### config.mk
export PLATFORM = sky130hd
export DESIGN_NAME = axistream_packet_fifo
export DESIGN_NICKNAME = d
export VERILOG_FILES = /design/src/rtl/axistream_fifo_mem.sv /design/src/rtl/axistream_packet_fifo.sv
export SDC_FILE = /design/constraint.sdc
export NUM_CORES = 1
export LEC_CHECK = 0
export BUFFER_PORTS_ARGS = -buffer_cell sky130_fd_sc_hd__clkbuf_2
export CAP_MARGIN = 20
export CORE_AREA = 2 2 125 96
export CTS_CLUSTER_DIAMETER = 200
export DETAILED_ROUTE_END_ITERATION = 10
export DIE_AREA = 0 0 127 98
export MAX_ROUTING_LAYER = met4
export PLACE_DENSITY = 0.88
export SYNTH_ARGS = -nofsm -noshare
export SYNTH_HDL_FRONTEND = slang
export SYNTH_SLANG_ARGS = --single-unit
### constraint.sdc
create_clock -name clk -period 7 [get_ports clk]
set_clock_uncertainty 0.1 [all_clocks]
set_input_delay 1.05 -clock clk [delete_from_list [all_inputs] [get_ports clk]]
set_output_delay 1.05 -clock clk [all_outputs]
set_load 0.03 [all_outputs]
### src/rtl/axistream_fifo_mem.sv
// Simple dual-port word store for the packet FIFO: synchronous write, asynchronous read.
// Storage is deliberately unreset; validity is tracked entirely by the pointers in the parent.
module axistream_fifo_mem #(
   parameter int DATA_WIDTH = 8,
   parameter int ADDR_WIDTH = 4
) (
   input  logic                  clk,
   input  logic                  we_i,
   input  logic [ADDR_WIDTH-1:0] waddr_i,
   input  logic [DATA_WIDTH:0]   wdata_i,
   input  logic [ADDR_WIDTH-1:0] raddr_i,
   output logic [DATA_WIDTH:0]   rdata_o
);

   localparam int DEPTH = 2 ** ADDR_WIDTH;

   logic [DATA_WIDTH:0] mem_q [DEPTH];

   always_ff @(posedge clk) begin
      if (we_i) begin
         mem_q[waddr_i] <= wdata_i;
      end
   end

   assign rdata_o = mem_q[raddr_i];

endmodule

### src/rtl/axistream_packet_fifo.sv
// Store-and-forward AXI-Stream FIFO with first-word-fall-through read and a count of complete
// packets held; pkt_avail also fires when full with no complete packet so oversize packets drain.
module axistream_packet_fifo #(
   parameter int DATA_WIDTH = 8,
   parameter int ADDR_WIDTH = 4
) (
   input  logic                  clk,
   input  logic                  rst_n,
   input  logic                  src_tvalid,
   output logic                  src_tready,
   input  logic [DATA_WIDTH-1:0] src_tdata,
   input  logic                  src_tlast,
   output logic                  dest_tvalid,
   input  logic                  dest_tready,
   output logic [DATA_WIDTH-1:0] dest_tdata,
   output logic                  dest_tlast,
   output logic                  pkt_avail,
   output logic [ADDR_WIDTH:0]   pkt_count,
   output logic [ADDR_WIDTH:0]   level
);

   localparam int PW = ADDR_WIDTH + 1;

   logic [PW-1:0]       wr_ptr_q, wr_ptr_d;
   logic [PW-1:0]       rd_ptr_q, rd_ptr_d;
   logic [PW-1:0]       pkt_count_q, pkt_count_d;
   logic                empty, full;
   logic                wr_fire, rd_fire;
   logic [DATA_WIDTH:0] rd_word;

   assign empty = (wr_ptr_q == rd_ptr_q);
   assign full  = (wr_ptr_q[ADDR_WIDTH-1:0] == rd_ptr_q[ADDR_WIDTH-1:0]) &&
                  (wr_ptr_q[ADDR_WIDTH] != rd_ptr_q[ADDR_WIDTH]);

   // Pointers are already cleared while rst_n is low, so the reset term is needed only on ready.
   assign src_tready  = !full && rst_n;
   assign dest_tvalid = !empty;
   assign dest_tdata  = rd_word[DATA_WIDTH-1:0];
   assign dest_tlast  = rd_word[DATA_WIDTH];

   assign wr_fire = src_tvalid && src_tready;
   assign rd_fire = dest_tvalid && dest_tready;

   always_comb begin
      wr_ptr_d    = wr_ptr_q;
      rd_ptr_d    = rd_ptr_q;
      pkt_count_d = pkt_count_q;
      if (wr_fire) begin
         wr_ptr_d = wr_ptr_q + PW'(1);
      end
      if (rd_fire) begin
         rd_ptr_d = rd_ptr_q + PW'(1);
      end
      case ({wr_fire && src_tlast, rd_fire && dest_tlast})
         2'b10:   pkt_count_d = pkt_count_q + PW'(1);
         2'b01:   pkt_count_d = pkt_count_q - PW'(1);
         default: pkt_count_d = pkt_count_q;
      endcase
   end

   always_ff @(posedge clk or negedge rst_n) begin
      if (!rst_n) begin
         wr_ptr_q    <= '0;
         rd_ptr_q    <= '0;
         pkt_count_q <= '0;
      end else begin
         wr_ptr_q    <= wr_ptr_d;
         rd_ptr_q    <= rd_ptr_d;
         pkt_count_q <= pkt_count_d;
      end
   end

   assign level     = wr_ptr_q - rd_ptr_q;
   assign pkt_count = pkt_count_q;
   assign pkt_avail = (pkt_count_q != '0) || full;

   axistream_fifo_mem #(
      .DATA_WIDTH(DATA_WIDTH),
      .ADDR_WIDTH(ADDR_WIDTH)
   ) u_mem (
      .clk     (clk),
      .we_i    (wr_fire),
      .waddr_i (wr_ptr_q[ADDR_WIDTH-1:0]),
      .wdata_i ({src_tlast, src_tdata}),
      .raddr_i (rd_ptr_q[ADDR_WIDTH-1:0]),
      .rdata_o (rd_word)
   );

endmodule

==> flow_summary.ini <==
[outcome]
run_status = finished, final reports clean

[worst_setup_path]
start_kind = register
endpoint_kind = register
arrival_ns = 4.09
crit_path_max_fanout = 39
critPathSlowestCell = mux4_1
cpPeakStageDelay_ns = 0.66
crit_buf_inv = 1
worstPathRequired_ns = 7.15
cp_cell_sequence = buf_4 -> mux4_1 -> nand2_1 -> and3_1 -> a211oi_1 -> ha_1 -> ha_1 -> nor2b_1 -> o21a_1 -> o311ai_0 -> o311ai_0
critPathKind = register to register
crit_family = compound AO/OA/AOI/OAI gates

[timing]
period_share_pct = 56.2
setup_tns_ns = 0
hold_viol_final = 0
max_freq_mhz = 254
fin_crit_ns = 3.94
slew_viol_final = 0
setup_viol = 0
worstMarginPinSlew_ns = 1.13
rsz0062_at_grt = false
whs_ns = 0.424
max_slew_margin_pct = 24.4

[synthesis]
synth_edf_count = 144
synthXorXnorAreaFrac_pct = 2.10
synth_fp_nets = 377
synthArstFlopShare_pct = 9.43
synth_top_family_by_area = multiplexers
yosys.area_share.simple_pct = 3.77
synth-seq-area-share_pct = 71.2
ys_types = 40
synth_flop_cell = edfxtp_1
syn_avg_cell_area_um2 = 18.9
netlist_area_um2 = 6600
synthCells = 349
yosys_warnings = 0
synthMuxAreaShare_pct = 13.2
ys_ff_latch = 159
synth-compound-area-share_pct = 4.38
synth-adder-area-share_pct = 3.07

[clocking]
cts.sinks = 159
clock_latency_ns = 0.42
cts_resized = 0
cts.htree.levels = 4
cts_hold_buf = 0
post-cts-setup-buffer-count = 0
cts_tree = yes
clock-root-buffer = clkbuf_16
path_clk_slew_ns = 0.06
cts_buffers = 17
clock_path_buffers = 2

[floorplanning]
core_area_um2 = 11300
die_h_um = 98
die_w_um = 127
num_rows = 34
fp.dieArea_um2 = 12400
ioPinCount = 35
initial_utilization_pct = 58.3

[finish]
final_common_cell = edfxtp_1
fin_nets = 427
area_delta_synth_final_pct = 14.7
stdcell_count = 557
nFillCells = 716
regArea_um2 = 4700
multi_input_area_um2 = 1750
final_cell_mix = edfxtp_1 (144), clkbuf_2 (34), nand2_1 (24)
drive_gt1_share_pct = 24.3

[grt]
grt_pass1_vias = 3577
grt_overflow = 0
globalRouteTotalUtil_pct = 24.7
grt_pass1_wl_um = 21200
antenna_found_initial = 1
grt_max_degree = 41

[route]
dr.pass1.iters = 5
vias = 3522
routed_wl_um = 13900
drt_iter0_drc = 468
drc_errors = 0
wire_per_inst_um = 25.0
ant_nets = 0
viasPerCell = 6.32

[pwr]
power_density_nw_per_um2 = 454
ir_worst_vdd_uv = 318
power_leakage_nw = 2.69

[worst_hold_path]
hp-class = register to register

[place]
place_inst = 520
io_buffers = 34
gp_congestion = 0.918
dp.final_hpwl_um = 8200

[job]
cap_violations = 0
==> power by group <==
part           internal (mW)  total [mW]  switching, mW
combinational          0.478        1.29          0.809
sequential              1.12        1.20         0.0789
clock                  0.589       0.948          0.359
==> per-stage QoR <==
stage	power, mW	setup slack, ns	instance area (um^2)	utilization (%)
CTS	3.45	3.17	7520	66.5
floorplan	2.19	3.57	6600	-
global route	3.58	2.92	7570	66.9
global placement	2.44	3.48	6890	60.9
detailed placement	2.49	3.19	6890	60.9
finish	3.44	3.06	7570	66.9
==> kinds of logic (layout without fill, tap and decap cells) <==
group | after synthesis | in the layout
flops | 159 | 159
buf+inv | 26 | 89
fa+ha+maj | 15 | 15
xor+xnor | 15 | 15
compound gates | 40 | 40
other cells | 0 | 1
simple gates | 57 | 57
mux | 37 | 37
==> cell usage after synthesis, types with 4 or more instances <==
cell type	count	area share (%)
xor2_1	4	0.53
mux4_2	23	7.8
a21oi_1	4	0.30
inv_1	13	0.74
edfxtp_1	144	66
a22oi_1	16	1.8
xnor2_1	10	1.3
buf_6	4	0.68
nand2_1	24	1.4
mux4_1	13	5.2
o21ai_0	6	0.45
buf_2	4	0.30
ha_1	13	2.5
nor3_1	5	0.38
nor2_1	17	0.97
dfrtp_1	15	5.7
==> area by class of cell <==
class | instances | share of cell area (%)
Inverter | 13 | 0.645
Clock inverter | 4 | 0.364
Antenna cell | 1 | 0.0331
Tap cell | 144 | 2.38
Clock buffer | 28 | 7.95
Multi-Input combinational cell | 164 | 23.1
Timing Repair Buffer | 44 | 3.44
Sequential cell | 159 | 62.1
==> routing by layer <==
metal	GRT usage, %	share of wire [%]	vias to the layer above
met1	31.8	40	1811
met4	9.72	2.1	0
met3	6.36	6.8	30
met5	-	0	-
met2	38.6	51	172
li1	-	-	1509
==> flip-flops by register name, summed over array words and instances, names as in the netlist <==
register     count
pkt_count        5
rd_ptr_q         5
u_mem.mem_q    144
wr_ptr_q         5
==> path summary, 6_finish.rpt <==
kind	from	endpoint	slack (ns)	depth (start not counted)
max	rd_ptr_q[0]	pkt_count[4]	3.06	11
min	wr_ptr_q[4]	wr_ptr_q[4]	0.42	1
max reg2reg	rd_ptr_q[0]	pkt_count[4]	3.06	11
min reg2reg	wr_ptr_q[4]	wr_ptr_q[4]	0.42	1
max in group asynchronous	rst_n	rd_ptr_q[0]	5.98	1
min in group asynchronous	rst_n	wr_ptr_q[3]	0.47	1
No activity file was read; power rests on OpenSTA's default activity.
